$ cat src/rtl/kc_ls1u_core_g2.sv
// kc_ls1u_core_g2 -- second-generation KC-LS1u core.
//
// Purpose: 16-bit-instruction CPU core with a DW-wide datapath built from
// 74181-style ALU slices, a handshaked data bus and prioritised nested
// interrupts backed by a hardware return stack.
//
// Ports:
//   clk, rst            core clock, asynchronous active-high reset
//   WAIT                external stall
//   INT, INTCODE        level interrupt request and its source code
//                       (lower code = higher priority)
//   IVT_addr            interrupt vector table base
//   int_ack             pulse in the cycle an interrupt is vectored
//   int_level           current nesting depth
//   iaddr / instr       fetch address (PC) / instruction
//   daddr               {A2,A1,A0}
//   dread / dwrite      load / store in progress
//   ddata_i / ddata_o   load data / store data (MDR)
//   dready              completion of the current bus access
//
// Configuration macro: KC_LS1U_G2_NEST_EN
//   defined   -> nested, prioritised interrupts up to RET_DEPTH deep
//   undefined -> single level; further interrupts masked until RET

// One 4-bit 74181 slice, active-high data, active-high carry.
// t1/t2 are the chip's two internal per-bit terms: arithmetic mode adds
// them, logic mode outputs their XNOR.
module kc_ls1u_g2_alu181 (
    input  logic [3:0] a,
    input  logic [3:0] b,
    input  logic [3:0] s,
    input  logic       m,
    input  logic       cin,
    output logic [3:0] f,
    output logic       cout,
    output logic       eqv
);
    logic [3:0] t1;
    logic [3:0] t2;
    logic [4:0] sum;

    always_comb begin
        t1   = a | (b & {4{s[0]}}) | (~b & {4{s[1]}});
        t2   = (a & b & {4{s[3]}}) | (a & ~b & {4{s[2]}});
        sum  = {1'b0, t1} + {1'b0, t2} + {4'b0000, cin};
        f    = m ? ~(t1 ^ t2) : sum[3:0];
        cout = sum[4];
        eqv  = &f;
    end
endmodule

module kc_ls1u_core_g2 #(
    parameter  int DW        = 8,
    parameter  int RET_DEPTH = 4,
    parameter  int CW        = 6,
    localparam int AW        = 3 * DW,
    localparam int LW        = $clog2(RET_DEPTH + 1)
) (
    input  logic          clk,
    input  logic          rst,
    input  logic          WAIT,
    input  logic          INT,
    input  logic [CW-1:0] INTCODE,
    input  logic [AW-1:0] IVT_addr,
    output logic          int_ack,
    output logic [LW-1:0] int_level,
    output logic [AW-1:0] iaddr,
    input  logic [15:0]   instr,
    output logic [AW-1:0] daddr,
    output logic          dread,
    output logic          dwrite,
    input  logic [DW-1:0] ddata_i,
    output logic [DW-1:0] ddata_o,
    input  logic          dready
);
    // Stack index width; arrays are rounded up to a power of two so any
    // index value is in range.
    localparam int IW = (RET_DEPTH > 1) ? $clog2(RET_DEPTH) : 1;
    localparam int SD = 2 ** IW;
`ifdef KC_LS1U_G2_NEST_EN
    localparam int DEPTH = RET_DEPTH;
`else
    localparam int DEPTH = 1;
`endif
    localparam int NS = DW / 4;

    // Register file: 0 C, 1 A, 2 B, 3 A0, 4 A1, 5 A2, 6 D, 7 MDR
    logic [DW-1:0] regs [8];
    logic [AW-1:0] pc;

    logic [AW-1:0] ret_addr [SD];
`ifdef KC_LS1U_G2_NEST_EN
    logic [CW-1:0] ret_code [SD];
`endif

    logic [4:0]    funct5;
    logic [2:0]    dst;
    logic [DW-1:0] ra, rb;
    logic [DW-1:0] alu_f;
    logic [NS:0]   carry;
    logic [NS-1:0] eqv;
    logic          alu_co, alu_eq;
    logic          wr_en, is_load, is_jmp, is_ret, jmp_cond, jmp_taken;
    logic [DW-1:0] wr_data;
    logic          stall, prio_ok, accept;
    logic [AW-1:0] jmp_target, seq_pc, vector;
    logic [IW-1:0] push_idx, top_idx;
    logic          unused_ok;

    assign funct5    = instr[15:11];
    assign dst       = instr[10:8];
    assign ra        = regs[1];
    assign rb        = regs[2];
    assign unused_ok = &{1'b0, instr[1:0]};

    // Ripple-carry ALU from 4-bit slices; slice 0 carry-in is instr[2].
    assign carry[0] = instr[2];
    for (genvar k = 0; k < NS; k++) begin : g_slice
        kc_ls1u_g2_alu181 u_slice (
            .a    (ra[4*k +: 4]),
            .b    (rb[4*k +: 4]),
            .s    (instr[7:4]),
            .m    (instr[3]),
            .cin  (carry[k]),
            .f    (alu_f[4*k +: 4]),
            .cout (carry[k+1]),
            .eqv  (eqv[k])
        );
    end
    assign alu_co = carry[NS];
    assign alu_eq = &eqv;

    // Instruction decode and writeback data
    always_comb begin
        wr_en   = 1'b1;
        wr_data = '0;
        is_load = 1'b0;
        is_jmp  = 1'b0;
        case (funct5)
            5'h01: begin wr_en = 1'b0; is_jmp = 1'b1; end
            5'h02: wr_data = alu_f;
            5'h04: begin is_load = 1'b1; wr_data = ddata_i; end
            5'h05: wr_data = regs[0];
            5'h06: wr_data = DW'(instr[7:0]);
            5'h07: wr_data = regs[6];
            5'h0D: wr_data = {ra[DW-2:0], 1'b0};
            5'h10: wr_data = {ra[DW-2:0], rb[DW-1]};
            5'h12: wr_data = {1'b0, ra[DW-1:1]};
            5'h14: wr_data = {ra[DW-1], ra[DW-1:1]};
            5'h16: wr_data = {rb[DW-2:0], 1'b0};
            5'h18: wr_data = {1'b0, rb[DW-1:1]};
            5'h1A: wr_data = {rb[DW-1], rb[DW-1:1]};
            5'h1C: wr_data = {ra[0], rb[DW-1:1]};
            default: wr_en = 1'b0;
        endcase
    end

    always_comb begin
        jmp_cond = 1'b0;
        case (dst)
            3'd1:    jmp_cond = ~ra[DW-1];
            3'd2:    jmp_cond = ~rb[DW-1];
            3'd3:    jmp_cond = ~alu_eq;
            3'd4:    jmp_cond = ~alu_co;
            default: jmp_cond = 1'b0;
        endcase
    end

    assign is_ret     = is_jmp & (dst == 3'd0);
    assign jmp_taken  = is_jmp & jmp_cond;
    assign jmp_target = {regs[5], regs[4], regs[3]};
    // Return address for an interrupt follows a taken jump.
    assign seq_pc     = jmp_taken ? jmp_target : pc + AW'(1);
    assign vector     = IVT_addr + (AW'(INTCODE) << 2);

    assign stall = WAIT | (is_load & ~dready) | (dwrite & ~dready);

    assign push_idx = IW'(int_level);
    assign top_idx  = IW'(int_level - LW'(1));
`ifdef KC_LS1U_G2_NEST_EN
    assign prio_ok = (int_level == '0) || (INTCODE < ret_code[top_idx]);
`else
    assign prio_ok = 1'b1;
`endif
    assign accept = INT & ~stall & ~is_ret & (int_level < LW'(DEPTH)) & prio_ok;

    assign int_ack = accept & ~rst;
    assign iaddr   = pc;
    assign daddr   = jmp_target;
    assign dread   = is_load;
    assign ddata_o = regs[7];

    always_ff @(posedge clk or posedge rst) begin
        if (rst) begin
            pc        <= '0;
            int_level <= '0;
            dwrite    <= 1'b0;
            for (int i = 0; i < 8; i++) regs[i] <= '0;
            for (int i = 0; i < SD; i++) begin
                ret_addr[i] <= '0;
`ifdef KC_LS1U_G2_NEST_EN
                ret_code[i] <= '0;
`endif
            end
        end else begin
            if (dwrite && dready) dwrite <= 1'b0;
            if (!stall) begin
                if (wr_en) regs[dst] <= wr_data;
                // A new MDR value starts a store next cycle; this wins over
                // the completion clear above.
                if (wr_en && dst == 3'd7) dwrite <= 1'b1;
                if (accept) begin
                    ret_addr[push_idx] <= seq_pc;
`ifdef KC_LS1U_G2_NEST_EN
                    ret_code[push_idx] <= INTCODE;
`endif
                    int_level <= int_level + LW'(1);
                    pc        <= vector;
                end else if (is_ret) begin
                    // RET with an empty stack goes to the fault vector 0.
                    if (int_level != '0) begin
                        pc        <= ret_addr[top_idx];
                        int_level <= int_level - LW'(1);
                    end else begin
                        pc <= '0;
                    end
                end else begin
                    pc <= seq_pc;
                end
            end
        end
    end
endmodule

$ cat config.mk
export PLATFORM = sky130hd
export DESIGN_NAME = kc_ls1u_core_g2
export DESIGN_NICKNAME = d
export VERILOG_FILES = /design/src/rtl/kc_ls1u_core_g2.sv
export SDC_FILE = /design/constraint.sdc
export NUM_CORES = 1
export LEC_CHECK = 0
export ABC_AREA = 0
export CAP_MARGIN = 10
export CORE_ASPECT_RATIO = 0.6
export CORE_MARGIN = 4
export CORE_UTILIZATION = 50
export DETAILED_ROUTE_END_ITERATION = 12
export PLACE_DENSITY = 0.81
export SETUP_SLACK_MARGIN = 0.05
export SLEW_MARGIN = 20
export SYNTH_ARGS = -nofsm -noshare
export SYNTH_HDL_FRONTEND = slang
export SYNTH_SLANG_ARGS = --single-unit
$ cat constraint.sdc
create_clock -name clk -period 7.95 [get_ports clk]
set_input_delay 0.795 -clock clk [delete_from_list [all_inputs] [get_ports clk]]
set_output_delay 0.795 -clock clk [all_outputs]
set_load 0.05 [all_outputs]
==> metrics.txt, run 1 <==
Crit path depth 19; Worst VDD drop 0.133 mV; Die Ht 124 um; sw power around 1.2 mW; first-pass GRT wire length 52400 um; Layout Cells excl Fill between 1000 and 1500; Post-Synthesis Cells about 1100; Pwr Density 239 mW/mm^2; Worst slew margin 17.2%; Seq cells post-synth 188; Worst R2R Setup Slack approximately 2700 ps; H-Tree Depth 4; Post-CTS Setup Bufs 0; Via Count 9342; TritonCTS Buffers 17; slowest CP cell and4_1; Post-route DRC 0; PortBufs 120; Top Family by Delay on Critical Path compound AO/OA/AOI/OAI gates; critical path's most frequent cell fa_1; Final Max Tran Viols 0; RR Endpoint ret_addr[34]; CTS Sinks 188; status completed; worst-margin pin slew 1230 ps; CP Cell Sequence clkdlybuf4s50_1 > nor2b_1 > a211o_1 > inv_1 > fa_1 > fa_1 > inv_1 > a21o_1 > a21oi_1 > fa_1 > inv_1 > fa_1 > a21o_1 > a2111o_1 > o21ai_1 > and4_1 > nand2_8 > mux2i_1 > o21ai_0; CTS clock-pin slew for the worst setup and hold paths 70 ps; initial antenna violation count 0; DP Cell Count 1425; sequential share of power 40.1%; Clock Path Buffers 2; DR vias/cell about 6.4; R2R cell count 17; IO Count 121; crit end category flop; final hold slack 479 ps; cts hold-fix bufs 0; Critical Path RT 8240 ps; Final nets 1242; Main synth FF type dfrtp_1; number of global-route vias before repair a little under 9000; row count 42; largest net degree at the start of global routing 85; hold crit path type flop to flop; RR Startpoint rb[0]; total negative slack 0 ps; mean routed wirelength per cell 23.3 um; Setup crit start instr[5]; fin crit share 72.5%; RSZ-0062 raised after global routing no; clock latency on the worst-skew pair around 440 ps; minimum clock period around 5800 ps; Final Power 3.07 mW; FFs w/ async S/R, synth 100%; final core occ around three fifths; Post-synth EDFFs 0; critical path class input port to flop; Placer Congestion 0.992; clock group share of total power 27.8%; Iteration-0 DRC Markers 1335; Initial Util 50.8%; CP Launch Type input port; number of max-cap violations 0; Crit Path Max Fanout 19; Comb pwr share 32.0%; n_diodes 0; share of cells above drive strength 1 14.6%; Critical Path Sink ret_addr[34]; Fmax around 170 MHz; CTS tree yes; Die ar. between 0.02 and 0.025 sq mm; YS warnings 0; Pleak 5.55 nW; Buf/Inv on CP 4; Post-Syn Area ~0.011 sq mm; syn avg cell area 10.1 sq um; Yosys cell types 75; Detailed Place HPWL 24100 um; syn_nets 1187; Int Power 1.91 mW; Hold Vio Cnt, Final 0; Die X-Extent 201 um; final antenna-violating net count 0; post-cts gate resize count 0; fillers about 1800; total global routing overflow 0; Setup Skew around 12 ps; Detailed Route WL 34000 um; CTS root buf clkbuf_16; Core Footprint 0.0220 sq mm; switching fraction of total power 37.9%; area growth from synthesis to layout 15.0%; WP data arrival 6050 ps; slowest stage delay, CP 830 ps; DR pass1 iterations 6; register area share after synthesis 42.2%; # setup viols final 0; gr usage total 27.4%
how the worst min path moves through the flow:
stage,startpoint,slack (ps),cells past startpoint,to
5_1_grt,ret_addr[7],500,2,ret_addr[7]
3_3_place_gp,ret_addr[61],460,2,ret_addr[61]
3_5_place_dp,ret_addr[54],470,2,ret_addr[54]
6_report,ret_addr[2],480,2,ret_addr[2]
2_1_floorplan,ret_addr[48],440,2,ret_addr[48]
4_1_cts,ret_addr[82],480,2,ret_addr[82]
state kept, by name, summed over array words and instances, names as in the netlist:
| name | cells |
|---|---|
| regs | 16 |
| dwrite | 1 |
| ra | 8 |
| daddr | 24 |
| rb | 8 |
| ddata_o | 8 |
| ret_addr | 96 |
| iaddr | 24 |
| int_level | 3 |
tightest hold or removal path: cells and delay by family (launching register included):
| family | cells | cell delay [ps] |
|---|---|---|
| AOI/OAI and AO/OA | 1 | 60 |
| DFF | 1 | 340 |
| and+or+nand+nor | 1 | 40 |
metrics by stage:
stage / setup slack (ps) / instance area, sq um
after floorplan: 2040 / 11200
after global placement: 2070 / 12300
after detailed placement: 1870 / 12300
after CTS: 2310 / 12800
after global routing: 1970 / 12800
final: 2190 / 12800
power by group through the flow:
stage	Clock, mW	Sequential [mW]	Combinational [mW]
floorplan	0	1.31	0.580
global placement	0	1.24	0.950
detailed placement	0	1.24	0.971
CTS	0.861	1.22	0.976
global route	0.902	1.24	1.06
finish	0.854	1.23	0.984
cells in the mapped netlist, drive strengths merged (3+ instances only):
cell type,number,share of area [%]
dfrtp,188,42
nand2,138,4.9
o21ai,123,5.6
mux2,73,7.4
buf,70,4.3
a21oi,56,2.6
nor2,44,1.7
xnor2,36,2.8
nand3,35,1.6
clkbuf,28,0.94
mux4,24,4.8
nor2b,21,1.2
ha,20,2.2
inv,19,0.64
mux2i,19,2.0
a221oi,15,1.2
a21o,13,0.87
nand4,13,0.86
nor3,13,0.68
nand2b,12,0.67
o211ai,12,0.81
o22ai,10,0.56
xor2,10,0.79
a211o,9,0.71
and3,9,0.50
a211oi,7,0.47
a22oi,7,0.47
a31oi,7,0.39
and2,6,0.34
nor4,6,0.34
fa,5,0.90
or2,5,0.28
a222oi,4,0.36
a22o,4,0.31
o221a,4,0.40
o2bb2ai,4,0.31
and4,3,0.24
nand3b,3,0.20
o31ai,3,0.20
cell type report:
cell class / count / area, sq um / area share, %
well taps: 286 / 358 / 2.79
multi-input cells: 798 / 5810 / 45.3
inverters: 19 / 76.3 / 0.595
flip-flops and latches: 188 / 4710 / 36.7
repair buffers: 134 / 1310 / 10.2
clock buffers: 18 / 429 / 3.34
clock inverters: 14 / 149 / 1.16
kinds of logic after synthesis:
group	after synthesis	synth area share, %
mux	116	14.2
buf+inv	117	5.85
simple gates	319	14.4
compound gates	292	16.7
xor+xnor	46	3.61
fa+ha+maj	25	3.14
flops	188	42.2
cells in the final DEF (no fill, tap or decap), types with 4 or more instances in the layout:
cell,n
nor2b_1,21
inv_1,18
fa_1,5
clkdlybuf4s50_1,120
a31oi_1,7
nor2_1,40
a21o_1,13
a22oi_1,7
inv_6,8
dfrtp_1,187
nor3_1,12
o221a_2,4
o211ai_1,12
nand2b_1,12
and2_1,6
o21ai_0,106
clkbuf_16,17
o21ai_1,14
and3_1,9
xor2_1,10
xnor2_1,36
nand3_1,35
a211oi_1,7
o22ai_1,10
mux2_2,73
buf_4,14
nand4_1,12
a222oi_1,4
ha_1,20
o2bb2ai_1,4
mux4_2,24
mux2i_1,16
a21oi_1,53
a22o_1,4
a221oi_1,14
or2_1,5
nor4_1,6
a211o_1,9
nand2_1,136
metal layers:
metal  GRT usage (%)  wire length, um  vias up
li1                -                -     4097
met1            41.5            14800     4522
met2            37.2            13500      659
met3            10.5             5020       64
met4            6.06              673        0
met5               0                0        -
(Power assumes the default switching activity.)
==> inputs of run 2 (changes only) <==
Clock period 7.95 ns to 6 ns, I/O delays scaled along.
==> metrics.txt, run 2 (synthesis gave the netlist of run 1 again) <==
commonest cells after routing, fill and taps aside dfrtp_1 (187), nand2_1 (136), clkdlybuf4s50_1 (120); CP Cell Sequence clkdlybuf4s50_1 > mux2_2 > nand2_1 > fa_1 > fa_1 > inv_1 > a21o_1 > a21oi_1 > fa_1 > inv_1 > fa_1 > xor2_1 > nand4b_1 > a311oi_4 > and4_1 > nor2_4 > a21oi_1 > o21ai_0; TritonCTS Buffers 17 (unchanged); clock group share of total power 28.8% (+1.0 points); Detailed Route WL 35100 um (+3.3%); CTS root buf clkbuf_16; critical path's most frequent cell fa_1; worst-margin pin slew 1030 ps (-205 ps); sequential share of power 39.3% (-0.8 points); switching fraction of total power 38.1% (+0.25 points); Comb pwr share 31.8% (-0.2 points); DR pass1 iterations 7 (+1); Pwr Density 323 mW/mm^2 (+35%); largest register by flop count ret_addr; Final nets 1248 (+0.48%); final antenna-violating net count 0 (unchanged); DR vias/cell 6.42 (+0.15%); minimum clock period between 5000 and 6000 ps; Pleak 5.60 nW (+0.92%); CP Launch Type input port; WP data arrival 5520 ps (-530 ps); Via Count 9395 (+0.57%); Clock Path Buffers 2 (unchanged); Final Power 4.17 mW (+36%); Worst VDD drop 0.216 mV (+62%); Die ar. 0.0248 sq mm (unchanged); PortBufs 120 (unchanged); slowest CP cell clkdlybuf4s50_1; post-cts gate resize count 0 (unchanged); Initial Util 50.8% (unchanged); largest net degree at the start of global routing 87 (+2.4%); Post-route DRC 0 (unchanged); cts hold-fix bufs 0 (unchanged); Die Ht 124 um (unchanged); Worst slew margin 31.0% (+14 points); first-pass GRT wire length 54300 um (+3.7%); n_diodes 0 (unchanged); # setup viols final 0 (unchanged); Die X-Extent 201 um (unchanged); Iteration-0 DRC Markers 1386 (+3.8%); Setup Skew 17.1 ps (+5.28 ps); CTS tree yes; RSZ-0062 raised after global routing no; IO Count 121 (unchanged); Final Max Tran Viols 0 (unchanged); gr usage total 28.6% (+1.2 points); Post-CTS Setup Bufs 0 (unchanged); slowest stage delay, CP 680 ps (-150 ps); total global routing overflow 0 (unchanged); Fmax 191 MHz; CTS Sinks 188 (unchanged); crit end category flop; Core Footprint 0.0220 sq mm (unchanged); status completed; Critical Path RT 6300 ps (-1940 ps); Detailed Place HPWL 25400 um (+5.4%); final core occ 58.9% (+0.43 points); Crit Path Max Fanout 9 (-10); critical path class input port to flop; area growth from synthesis to layout 15.9%; sw power 1.59 mW (+37%); Placer Congestion 0.976 (-1.6%); row count 42 (unchanged); clock latency on the worst-skew pair 450 ps (about the same); Int Power 2.58 mW (+35%); H-Tree Depth 4 (unchanged); max reg flops 96 (unchanged); hold crit path type flop to flop; mean routed wirelength per cell 24.0 um (+2.9%); Hold Vio Cnt, Final 0 (unchanged); fin crit share 87.1%; total negative slack 0 ps (unchanged); number of global-route vias before repair 9151 (+4.5%); share of cells above drive strength 1 15.2% (+0.61 points); Placed Area 0.0123 sq mm (+0.31%); post-route cell area 0.0129 sq mm (+0.74%); most common cell after layout, fill and taps aside dfrtp_1; CTS clock-pin slew for the worst setup and hold paths 70 ps (about the same); number of max-cap violations 0 (unchanged); initial antenna violation count 0 (unchanged)
## run 2: changes by cell type in the layout (fill, tap and decap cells not counted), sizes merged
cell | before | now
buf | 14 | 20
bufinv | 1 | 2
clkbuf | 18 | 17
## run 2: area by class of cell
cell class / count / area [sq um]
inverters: 19 / 76.3
multi-input cells: 798 / 5810
clock buffers: 17 / 425
well taps: 286 / 358
repair buffers: 140 / 1350
clock inverters: 15 / 198
fillers: 1843 / 9040
flip-flops and latches: 188 / 4710
## run 2: critical path: cells and delay by family
family | cells | cell delay [ps]
AOI/OAI and AO/OA | 5 | 1160
xor gates and xnor gates | 1 | 170
adders and majority gates | 4 | 1550
buffers and inverters | 3 | 860
muxes | 1 | 230
and+or+nand+nor | 4 | 950
## run 2: worst paths after layout
check | startpoint | to | slack (ps) | depth (start not counted)
worst max-delay path | instr[7] | ret_addr[74] | 780 | 18
worst min-delay path | ret_addr[38] | ret_addr[38] | 480 | 2
worst max register to register | rb[0] | ret_addr[74] | 1140 | 17
worst min register to register | ret_addr[38] | ret_addr[38] | 480 | 2
max in group asynchronous | rst | ret_addr[50] | 3810 | 3
min in group asynchronous | rst | ret_addr[54] | 680 | 2
## run 2: per-layer routing
metal,GRT usage [%],part of all wire (%)
met1,42.6,44
met2,38.4,39
met3,11.5,15
met4,7.90,2.2
met5,0,0
## run 2: power groups by stage
| stage | Clock, mW | Sequential (mW) | Combinational [mW] |
|---|---|---|---|
| floorplan | 0 | 1.74 | 0.768 |
| global placement | 0 | 1.65 | 1.27 |
| detailed placement | 0 | 1.65 | 1.30 |
| CTS | 1.21 | 1.63 | 1.31 |
| global route | 1.26 | 1.66 | 1.42 |
| finish | 1.20 | 1.64 | 1.33 |
## run 2: stage by stage
step,hold WS (ps),setup WS [ps],instances
after floorplan,445,286,1103
after CTS,480,880,1462
after global routing,503,543,1463
final,483,777,1463
after detailed placement,465,440,1430
after global placement,456,511,1430
==> inputs of run 3 (changes only) <==
Settings changed: SYNTH_HIERARCHICAL set to 1.
==> metrics.txt, run 3 <==
Fmax 177 MHz (-7.6%); Post-Synthesis Cells 967 (-12%); Synth Area in Adders 3.13% (-0.0070 points); TritonCTS Buffers 17 (unchanged); post-route cell area 0.0130 sq mm (+0.78%); mean routed wirelength per cell 24.6 um (+2.3%); Final Worst Setup Slack 347 ps (-430 ps); CTS root buf clkbuf_16; post-synthesis mux area share 21.1% (+6.9 points); leading cell type by number of instances after synthesis dfrtp_1; Synth Area in Compound Gates 12.4% (-4.3 points); Pwr Density 284 mW/mm^2 (-12%); dominant combinational cell family by area after synthesis multiplexers; first-pass GRT wire length 51200 um (-5.8%); largest net degree at the start of global routing 189 (+120%); fillers 1705 (-7.5%); number of global-route vias before repair 8641 (-5.6%); Worst R2R Setup Slack 350 ps (-790 ps); max reg flops 96 (unchanged); Pleak 5.91 nW (+5.5%); Critical Path RT 6330 ps (+30 ps); Iteration-0 DRC Markers 990 (-29%); R2R cell count 17 (unchanged); worst-margin pin slew 1150 ps (+128 ps); RR Endpoint iaddr[15]; clock latency on the worst-skew pair 460 ps (about the same); critical path's most frequent cell fa_1; post-synth top area share 42.1% (-0.094 points); Yosys cell types 78 (+4.0%); fin crit share 94.2% (+7.2 points); Detailed Route WL 33200 um (-5.6%); top cells by area, synth dfrtp_1 (42%), mux2_2 (8.0%), mux2_4 (5.9%); most common library cells after synthesis dfrtp_1 (188), nand2_1 (83), mux2_2 (79); YS warnings 6 (+6); critical path class flop to flop; DR vias/cell 6.41 (-0.19%); Die ar. 0.0249 sq mm (+0.21%); Core Footprint 0.0220 sq mm (+0.24%); commonest cells after routing, fill and taps aside dfrtp_1 (187), clkdlybuf4s50_1 (120), nand2_1 (83); XOR/XNOR Fraction of Synth Area 3.37% (-0.24 points); worst hold path endpoint ret_addr[69]; syn avg cell area 11.6 sq um (+14%); share of cells above drive strength 1 24.0% (+8.8 points); Post-CTS Setup Bufs 0 (unchanged); syn_nets 1051 (-11%); Die Ht 124 um (+0.11%); Worst slew margin 22.6% (-8.3 points); cell taking the most area after synthesis dfrtp_1; Post-Syn Area 0.0112 sq mm (+0.22%); Main synth FF type dfrtp_1; Final Max Tran Viols 0 (unchanged); CTS Sinks 188 (unchanged); Final nets 1135 (-9.1%); # setup viols final 0 (unchanged); CP Launch Type flop; area growth from synthesis to layout 16.5%; Placer Congestion 1.01 (+3.2%); number of max-cap violations 0 (unchanged); initial antenna violation count 0 (unchanged); Hold Vio Cnt, Final 0 (unchanged); crit end category flop; Die X-Extent 201 um (+0.11%); slowest stage delay, CP 520 ps (-160 ps); final antenna-violating net count 0 (unchanged); total negative slack 0 ps (unchanged); PortBufs 120 (unchanged); total global routing overflow 0 (unchanged); hold path start ret_addr[69]; n_diodes 0 (unchanged); Post-synth EDFFs 0 (unchanged); register area share after synthesis 42.1% (-0.094 points); Initial Util 50.8% (about the same); WP data arrival 5990 ps (+470 ps); Detailed Place HPWL 23800 um (-6.3%); CTS tree yes; row count 42 (unchanged); DR pass1 iterations 5 (-2); slowest CP cell dfrtp_1; CP Cell Sequence mux2i_1 > nor2b_1 > fa_1 > fa_1 > a21o_2 > a21o_1 > fa_1 > fa_1 > nor2_1 > xnor2_1 > nor4b_2 > and2_0 > mux4_2 > buf_4 > nor2_2 > o21ai_0 > a221o_1; Via Count 8653 (-7.9%); minimum clock period 5650 ps (+430 ps); Post-route DRC 0 (unchanged); H-Tree Depth 4 (unchanged); gr usage total 26.8% (-1.8 points); CTS clock-pin slew for the worst setup and hold paths 70 ps (about the same); Crit Path Max Fanout 9 (unchanged); RSZ-0062 raised after global routing no; most common cell after layout, fill and taps aside dfrtp_1; post-cts gate resize count 0 (unchanged); Seq cells post-synth 188 (unchanged); Final Power 3.70 mW (-11%); hold crit path type flop to flop; status completed; FFs w/ async S/R, synth 100% (unchanged); cts hold-fix bufs 0 (unchanged); simple-gate area share of the yosys netlist 12.9% (-1.4 points); Clock Path Buffers 2 (unchanged); Placed Area 0.0124 sq mm (+1.2%); DP Worst Slack -6.39 ps (-446 ps); largest register by flop count ret_addr; Setup Skew 13.0 ps (-4.09 ps); IO Count 121 (unchanged); Worst VDD drop 0.236 mV (+9.3%); RR Startpoint rb[0]; hold path cells 2 (unchanged)
[run 3: changes by cell type in the layout (fill, tap and decap cells not counted), moves of 8 or more]
cell	change
o21ai_0	-68
nand2_1	-53
mux2_4	+44
a21oi_1	-42
a22oi_1	+19
xnor2_1	-14
nor2_1	-13
nand3_1	-11
xor2_1	+11
a221oi_1	-9
nor2b_1	+9
a21o_1	-8
[run 3: kinds of logic (layout without fill, tap and decap cells)]
group | Yosys count | in the layout
XOR/XNOR | 43 | 43
AND/OR/NAND/NOR | 262 | 262
AO/OA/AOI/OAI | 189 | 189
buffers and inverters | 92 | 189
flip-flops | 188 | 188
adder cells (fa/ha/maj) | 25 | 25
multiplexers | 168 | 168
[run 3: layout make-up]
class | count | area (sq um) | share of cell area [%]
inverters | 12 | 50.0 | 0.384
repair buffers | 145 | 1430 | 11.0
flip-flops and latches | 188 | 4710 | 36.1
clock buffers | 20 | 457 | 3.50
clock inverters | 12 | 103 | 0.787
multi-input cells | 687 | 5920 | 45.4
well taps | 286 | 358 | 2.75
[run 3: metrics by stage]
stage | utilization, % | hold WS [ps] | std cells
floorplan | - | 445 | 967
global placement | 56.5 | 456 | 1317
detailed placement | 56.5 | 465 | 1317
CTS | 59.0 | 481 | 1349
global route | 59.2 | 506 | 1350
finish | 59.2 | 477 | 1350
[run 3: routing by layer]
| layer | share of wire [%] | GRT usage, % | vias up |
|---|---|---|---|
| met2 | 42 | 37.5 | 492 |
| met1 | 44 | 39.6 | 4356 |
| met4 | 2.1 | 8.33 | 0 |
| li1 | - | - | 3744 |
| met3 | 12 | 8.98 | 61 |
| met5 | 0 | 0 | - |
[run 3: worst max path at each step]
stage               startpoint   endpoint  slack (ps)
floorplan                  rst   daddr[0]         290
global placement      instr[5]  iaddr[21]          60
detailed placement    instr[5]  iaddr[15]          -6
finish                   rb[0]  iaddr[15]         350
global route          instr[5]  iaddr[15]         140
CTS                   instr[5]   iaddr[7]         460
[run 3: power by group]
part	leakage, nW	switching, mW	internal (mW)
registers	2.56	0.168	1.34
logic	3.08	0.650	0.434
clock network	0.274	0.543	0.564
total	5.91	1.36	2.34
[run 3: critical path: cells and delay by family, from the launching register on]
family	cells	cell delay [ps]
XOR/XNOR	1	120
AO/OA/AOI/OAI	4	1160
buffers and inverters	1	180
AND/OR/NAND/NOR	5	980
adder cells (fa/ha/maj)	4	1740
flip-flops	1	520
multiplexers	2	830
